[src/rtl/tiny_proc_pkg.sv]
// Shared definitions for the tiny processor: datapath widths, loader
// command encoding and the SPI loader state machine encoding.
package tiny_proc_pkg;

  // Cache word and address widths
  localparam int DATAPATH_W   = 8;
  localparam int CACHE_ADDR_W = 4;

  // Serial frame: 1 command bit, 4 address bits, 8 data bits
  localparam int FRAME_BITS = 13;

  // Width of the per-state bit counter
  localparam int LD_CNT_W = 4;

  // Command bit values (first bit of every frame)
  localparam logic CMD_WRITE = 1'b1;
  localparam logic CMD_READ  = 1'b0;

  // Loader state encoding
  typedef enum logic [2:0] {
    LD_IDLE    = 3'd0,
    LD_ADDR    = 3'd1,
    LD_TURN    = 3'd2,
    LD_DATA    = 3'd3,
    LD_COMMIT  = 3'd4,
    LD_WAIT_CS = 3'd5,
    LD_RUN     = 3'd6
  } ld_state_t;

  // True for the states in which the selected chip select must stay low
  function automatic logic in_frame(input ld_state_t s);
    return (s == LD_ADDR) || (s == LD_TURN) || (s == LD_DATA);
  endfunction

endpackage

[src/rtl/spi_frame_shifter.sv]
// Shared serial shift register of the SPI loader. Shifts left (MSB first)
// with serial input at the LSB, or loads a parallel word. The serial output
// is the MSB the register will hold after this edge, so a registered miso
// driven from it is aligned with the register contents.
module spi_frame_shifter
  import tiny_proc_pkg::*;
#(
  parameter int W = DATAPATH_W
) (
  input  logic         clk,
  input  logic         rst,
  input  logic         load,
  input  logic [W-1:0] load_data,
  input  logic         shift,
  input  logic         sin,
  output logic [W-1:0] q,
  output logic         sout
);

  logic [W-1:0] q_next;

  // Next-value select: parallel load wins over shift, otherwise hold
  always_comb begin
    q_next = q;
    if (load) begin
      q_next = load_data;
    end else if (shift) begin
      q_next = {q[W-2:0], sin};
    end else begin
      q_next = q;
    end
  end

  // Shift register storage with synchronous reset
  always_ff @(posedge clk) begin
    if (rst) begin
      q <= '0;
    end else begin
      q <= q_next;
    end
  end

  assign sout = q_next[W-1];

endmodule

[src/rtl/spi_mem_loader.sv]
// Frame-level SPI slave that owns the icache/dcache while the processor is
// halted. Write frames become single-cycle cache write strobes, dcache read
// frames are returned over miso, and run_req hands the caches to the core.
// The serial bit clock is clk itself: one bit is sampled per cycle while the
// selected chip select is low.
module spi_mem_loader
  import tiny_proc_pkg::*;
#(
  parameter int DATA_W = DATAPATH_W,
  parameter int ADDR_W = CACHE_ADDR_W
) (
  input  logic              clk,
  input  logic              rst,
  input  logic              csi_n,
  input  logic              csd_n,
  input  logic              mosi,
  input  logic              run_req,
  input  logic [DATA_W-1:0] rd_data,
  output logic              miso,
  output logic [ADDR_W-1:0] mem_addr,
  output logic [DATA_W-1:0] mem_wdata,
  output logic              icache_wen,
  output logic              dcache_wen,
  output logic              mem_sel,
  output logic              proc_run,
  output logic              busy,
  output logic              frame_err
);

  localparam logic [LD_CNT_W-1:0] CNT_ZERO  = LD_CNT_W'(0);
  localparam logic [LD_CNT_W-1:0] CNT_ONE   = LD_CNT_W'(1);
  localparam logic [LD_CNT_W-1:0] ADDR_LAST = LD_CNT_W'(ADDR_W - 1);
  localparam logic [LD_CNT_W-1:0] DATA_LAST = LD_CNT_W'(DATA_W - 1);

  // Control state
  ld_state_t           state;
  ld_state_t           state_next;
  logic [LD_CNT_W-1:0] cnt;
  logic [LD_CNT_W-1:0] cnt_next;
  logic                cmd;          // latched command bit of the frame
  logic                cmd_next;
  logic                tgt_dcache;   // 1: frame targets dcache, 0: icache
  logic                tgt_dcache_next;
  logic [ADDR_W-1:0]   addr_q;

  // Datapath controls
  logic                addr_shift;
  logic                sh_load;
  logic                sh_shift;
  logic                sh_sin;
  logic                sh_sout;
  logic [DATA_W-1:0]   sh_q;
  logic                err_next;
  logic                sel_cs_low;
  logic                miso_next;

  // Chip select of the latched target; only this one can end a frame
  assign sel_cs_low = tgt_dcache ? ~csd_n : ~csi_n;

  // Read frames shift zeros in; mosi is ignored during read-back
  assign sh_sin = (cmd == CMD_WRITE) ? mosi : 1'b0;

  spi_frame_shifter #(
    .W (DATA_W)
  ) u_shifter (
    .clk       (clk),
    .rst       (rst),
    .load      (sh_load),
    .load_data (rd_data),
    .shift     (sh_shift),
    .sin       (sh_sin),
    .q         (sh_q),
    .sout      (sh_sout)
  );

  // Next-state, counter and datapath-control decode
  always_comb begin
    state_next      = state;
    cnt_next        = cnt;
    cmd_next        = cmd;
    tgt_dcache_next = tgt_dcache;
    addr_shift      = 1'b0;
    sh_load         = 1'b0;
    sh_shift        = 1'b0;
    err_next        = 1'b0;

    if (in_frame(state) && !sel_cs_low) begin
      // Chip select released mid-frame: drop the frame without writing
      err_next   = 1'b1;
      cnt_next   = CNT_ZERO;
      state_next = LD_IDLE;
    end else begin
      case (state)
        LD_IDLE: begin
          cnt_next = CNT_ZERO;
          if (run_req) begin
            state_next = LD_RUN;
          end else if (!csi_n && !csd_n) begin
            err_next   = 1'b1;
            state_next = LD_WAIT_CS;
          end else if (!csi_n || !csd_n) begin
            tgt_dcache_next = csi_n;
            cmd_next        = mosi;
            state_next      = LD_ADDR;
          end else begin
            state_next = LD_IDLE;
          end
        end

        LD_ADDR: begin
          addr_shift = 1'b1;
          if (cnt == ADDR_LAST) begin
            cnt_next = CNT_ZERO;
            if (cmd == CMD_WRITE) begin
              state_next = LD_DATA;
            end else if (tgt_dcache) begin
              state_next = LD_TURN;
            end else begin
              // icache has no read-back path
              err_next   = 1'b1;
              state_next = LD_WAIT_CS;
            end
          end else begin
            cnt_next = cnt + CNT_ONE;
          end
        end

        LD_TURN: begin
          sh_load    = 1'b1;
          cnt_next   = CNT_ZERO;
          state_next = LD_DATA;
        end

        LD_DATA: begin
          sh_shift = 1'b1;
          if (cnt == DATA_LAST) begin
            cnt_next   = CNT_ZERO;
            state_next = (cmd == CMD_WRITE) ? LD_COMMIT : LD_WAIT_CS;
          end else begin
            cnt_next = cnt + CNT_ONE;
          end
        end

        LD_COMMIT: begin
          state_next = LD_WAIT_CS;
        end

        LD_WAIT_CS: begin
          if (csi_n && csd_n) begin
            state_next = LD_IDLE;
          end else begin
            state_next = LD_WAIT_CS;
          end
        end

        LD_RUN: begin
          if (!run_req) begin
            state_next = (csi_n && csd_n) ? LD_IDLE : LD_WAIT_CS;
          end else begin
            state_next = LD_RUN;
          end
        end

        default: begin
          cnt_next   = CNT_ZERO;
          state_next = LD_IDLE;
        end
      endcase
    end
  end

  // miso carries the next read bit only while the next state is read DATA
  always_comb begin
    miso_next = 1'b0;
    if ((state_next == LD_DATA) && (cmd_next == CMD_READ)) begin
      miso_next = sh_sout;
    end else begin
      miso_next = 1'b0;
    end
  end

  // State, counter, frame attributes and address register
  always_ff @(posedge clk) begin
    if (rst) begin
      state      <= LD_IDLE;
      cnt        <= CNT_ZERO;
      cmd        <= CMD_READ;
      tgt_dcache <= 1'b0;
      addr_q     <= '0;
    end else begin
      state      <= state_next;
      cnt        <= cnt_next;
      cmd        <= cmd_next;
      tgt_dcache <= tgt_dcache_next;
      if (addr_shift) begin
        addr_q <= {addr_q[ADDR_W-2:0], mosi};
      end
    end
  end

  // Registered outputs decoded from the state being entered
  always_ff @(posedge clk) begin
    if (rst) begin
      miso       <= 1'b0;
      icache_wen <= 1'b0;
      dcache_wen <= 1'b0;
      mem_sel    <= 1'b0;
      proc_run   <= 1'b0;
      busy       <= 1'b0;
      frame_err  <= 1'b0;
    end else begin
      miso       <= miso_next;
      icache_wen <= (state_next == LD_COMMIT) && !tgt_dcache_next;
      dcache_wen <= (state_next == LD_COMMIT) &&  tgt_dcache_next;
      mem_sel    <= (state_next == LD_TURN) || (state_next == LD_COMMIT);
      proc_run   <= (state_next == LD_RUN);
      busy       <= (state_next != LD_IDLE);
      frame_err  <= err_next;
    end
  end

  // Address and write data come straight from their holding registers,
  // which are stable throughout TURN and COMMIT
  assign mem_addr  = addr_q;
  assign mem_wdata = sh_q;

endmodule
[config.mk]
export PLATFORM = sky130hd
export DESIGN_NAME = spi_mem_loader
export DESIGN_NICKNAME = d
export VERILOG_FILES = /design/src/rtl/tiny_proc_pkg.sv /design/src/rtl/spi_frame_shifter.sv /design/src/rtl/spi_mem_loader.sv
export SDC_FILE = /design/constraint.sdc
export NUM_CORES = 1
export LEC_CHECK = 0
export ABC_CLOCK_PERIOD_IN_PS = 2300
export CORE_ASPECT_RATIO = 0.8
export CORE_MARGIN = 2
export CORE_UTILIZATION = 35
export CTS_CLUSTER_SIZE = 24
export DETAILED_ROUTE_END_ITERATION = 8
export RECOVER_POWER = 100
export REMOVE_ABC_BUFFERS = 1
export SLEW_MARGIN = 20
export SYNTH_ARGS = -nofsm -noshare
export SYNTH_HDL_FRONTEND = slang
export SYNTH_SLANG_ARGS = --single-unit
[constraint.sdc]
create_clock -name clk -period 2.3 [get_ports clk]
set_clock_uncertainty 0.15 [all_clocks]
set_input_delay 0.575 -clock clk [delete_from_list [all_inputs] [get_ports clk]]
set_output_delay 0.575 -clock clk [all_outputs]
set_load 0.02 [all_outputs]
==> metrics, run 1 <==
status finished, final reports clean; Synth top area share 38.82%; clock buffer count from CTS 3; crit path cell chain clkdlybuf4s50_1 > nor3_1 > nor4_1 > or2_0 > buf_4 > nor4b_2; Final setup viols 0; Net count, final 207; area added between synthesis and finish 32.32%; dominant synthesized flop cell dfxtp_1; Initial DRT Pass Iterations 4; clk_lat worst skew 0.27 ns; CP Capture Type flip-flop; Worst Setup Slack, final 0.1392 ns; first-pass GRT wire length 5395 microns; mapped cell area 1444 sq um; Final ANT Viol Nets 0; Worst Path Class, Setup primary input to flip-flop; detailed placement HPWL 2446 microns; die area 4659 sq um; sequential area share after synthesis 38.82%; PortBufs 32; min Tclk post-route 2.161 ns; wire per inst 12.74 microns; core area 3879 sq um; Rel. slew slack 66.86%; setup bufs post-CTS 0; Setup Total Neg Slack 0 ns; post_cts resized 0; fraction of layout cells with a size suffix above 1 14.14%; Final Max Tran Viols 0; largest area contributor in the netlist dfxtp_1; total I/O pin count 33; Finished Cell Area 1911 sq um; WL final 3135 microns; synth cell count leaders dfxtp_1, nor2_1, mux2i_1; Synth cell types 48; drt initial violations 71; GRT Total Usage 15.04%; CP Max Fanout 8; CTS tree yes; Syn Area/Cell 9.256 sq um; Max Cap Viol 0; fin crit share 93.95%; drt drc 0; Synth Register Bits 28; PD cells 1036 nW/um^2; leak pwr 0.7506 nW; Req. time, crit path 2.30 ns; fmax 462.8 MHz; peak supply drop 0.0004375 V; unrepaired setup endpoints after global routing false; Final Hold Fails 0; Sink Count 28; Worst-Margin Slew 0.4964 ns; vias in the first global route 1,189; die width 75.81 microns; Post-Syn Instances 156; CTS Buffer Depth 2; placement row count 20; Placement Setup Slack -0.09491 ns; Warnings, synthesis 0; grt total ovfl 0; most frequent cell after synthesis dfxtp_1; slowest stage delay, CP 0.64 ns; initial antenna violation count 0; Post-synth ARST share 0%; EDFF count, synth 0; Die Y 61.45 microns; Final Power 1.979 mW; Vias 1,221; Min Hold Slack 0.3693 ns; Ant. Diodes 0; Root Driver clkbuf_8; CP max stage cell clkdlybuf4s50_1; Clk pin slew, worst setup/hold paths 0.09 ns; Startpoint Class primary input; critical path data arrival time 2.16 ns; vias per cell 4.963; H-Tree Depth 1; Starting Density 37.23%; placed cell area 1848 sq um; largest net degree at the start of global routing 17; synth top area cells dfxtp_1, mux2i_1, nor2_1, a211oi_1, nand2b_1; CTS Hold Bufs 0; RePlAce Congestion 0.9001; Min-Delay Path Class flip-flop to flip-flop
==> flip-flops by register name (all words and copies together) (netlist names) <==
name / flops
icache_wen: 1
state: 3
busy: 1
tgt_dcache: 1
cmd: 1
mem_addr: 4
dcache_wen: 1
miso: 1
mem_sel: 1
cnt: 4
u_shifter.q: 8
proc_run: 1
frame_err: 1
==> metal layers <==
layer	wire, microns	part of all wire, %	global-route usage (%)
met2	1369	44	24.26
met3	156	5.0	3.764
met4	8	0.26	2.256
met5	0	0	0
met1	1601	51	20.85
==> per-stage QoR <==
step                std cells  utilization, %
detailed placement        242           47.65
finish                    246           49.26
floorplan                 144               -
global route              246           49.26
global placement          242           47.65
CTS                       246           49.48
==> area by class of cell <==
cell class                      count  area, sq um
Tap cell                           55        68.82
Inverter                            3        11.26
Clock inverter                      1        30.03
Clock buffer                        3        41.29
Sequential cell                    28        560.5
Multi-Input combinational cell    113        795.8
Timing Repair Buffer               43        402.9
Fill cell                         361         1968
==> cell families after synthesis <==
kind of cell               after synthesis  share of synthesized area (%)
and+or+nand+nor                         63                          25.39
AOI/OAI and AO/OA                       32                          17.85
DFF                                     28                          38.82
buffers and inverters                   15                          5.459
muxes                                   15                          10.40
xor gates and xnor gates                 2                          1.213
adders and majority gates                1                         0.8664
==> placed cells by master (no fill, tap or decap), types with 3 or more instances in the layout <==
cell,n
a211oi_1,8
a21oi_1,7
and3b_1,3
buf_4,9
clkbuf_8,3
clkdlybuf4s50_1,13
dfxtp_1,28
dlygate4sd3_1,19
inv_1,3
mux2i_1,15
nand2_1,5
nand2b_1,5
nand3_1,4
nor2_1,20
nor2b_1,4
nor3_1,3
nor3b_1,3
o21ai_0,3
==> power by group <==
group          internal [mW]  switching, mW  total (mW)  leakage, nW
Clock                  0.233          0.153       0.386       0.0357
Sequential             0.582          0.125       0.707        0.228
Combinational          0.427          0.459       0.887        0.487
Total                   1.24          0.737        1.98        0.751
==> worst paths after layout <==
path                                      from             end  slack, ns  cells after the start
worst max register to register          cnt[0]      dcache_wen       0.29                      6
worst max-delay path                     csi_n      dcache_wen       0.14                      6
worst min-delay path            u_shifter.q[7]  u_shifter.q[7]       0.37                      2
worst min register to register  u_shifter.q[7]  u_shifter.q[7]       0.37                      2
==> worst max-delay path, delay by kind of cell <==
family / cells / cell delay (ns)
buffers and inverters: 2 / 0.81
and+or+nand+nor: 4 / 0.78
Note: power is estimated with default switching activity, not from simulation.
==> run 2: changes to the inputs <==
SLEW_MARGIN = default   (was 20)
==> results of run 2 <==
The final DEF is identical to that of run 1; final timing and power are the same.
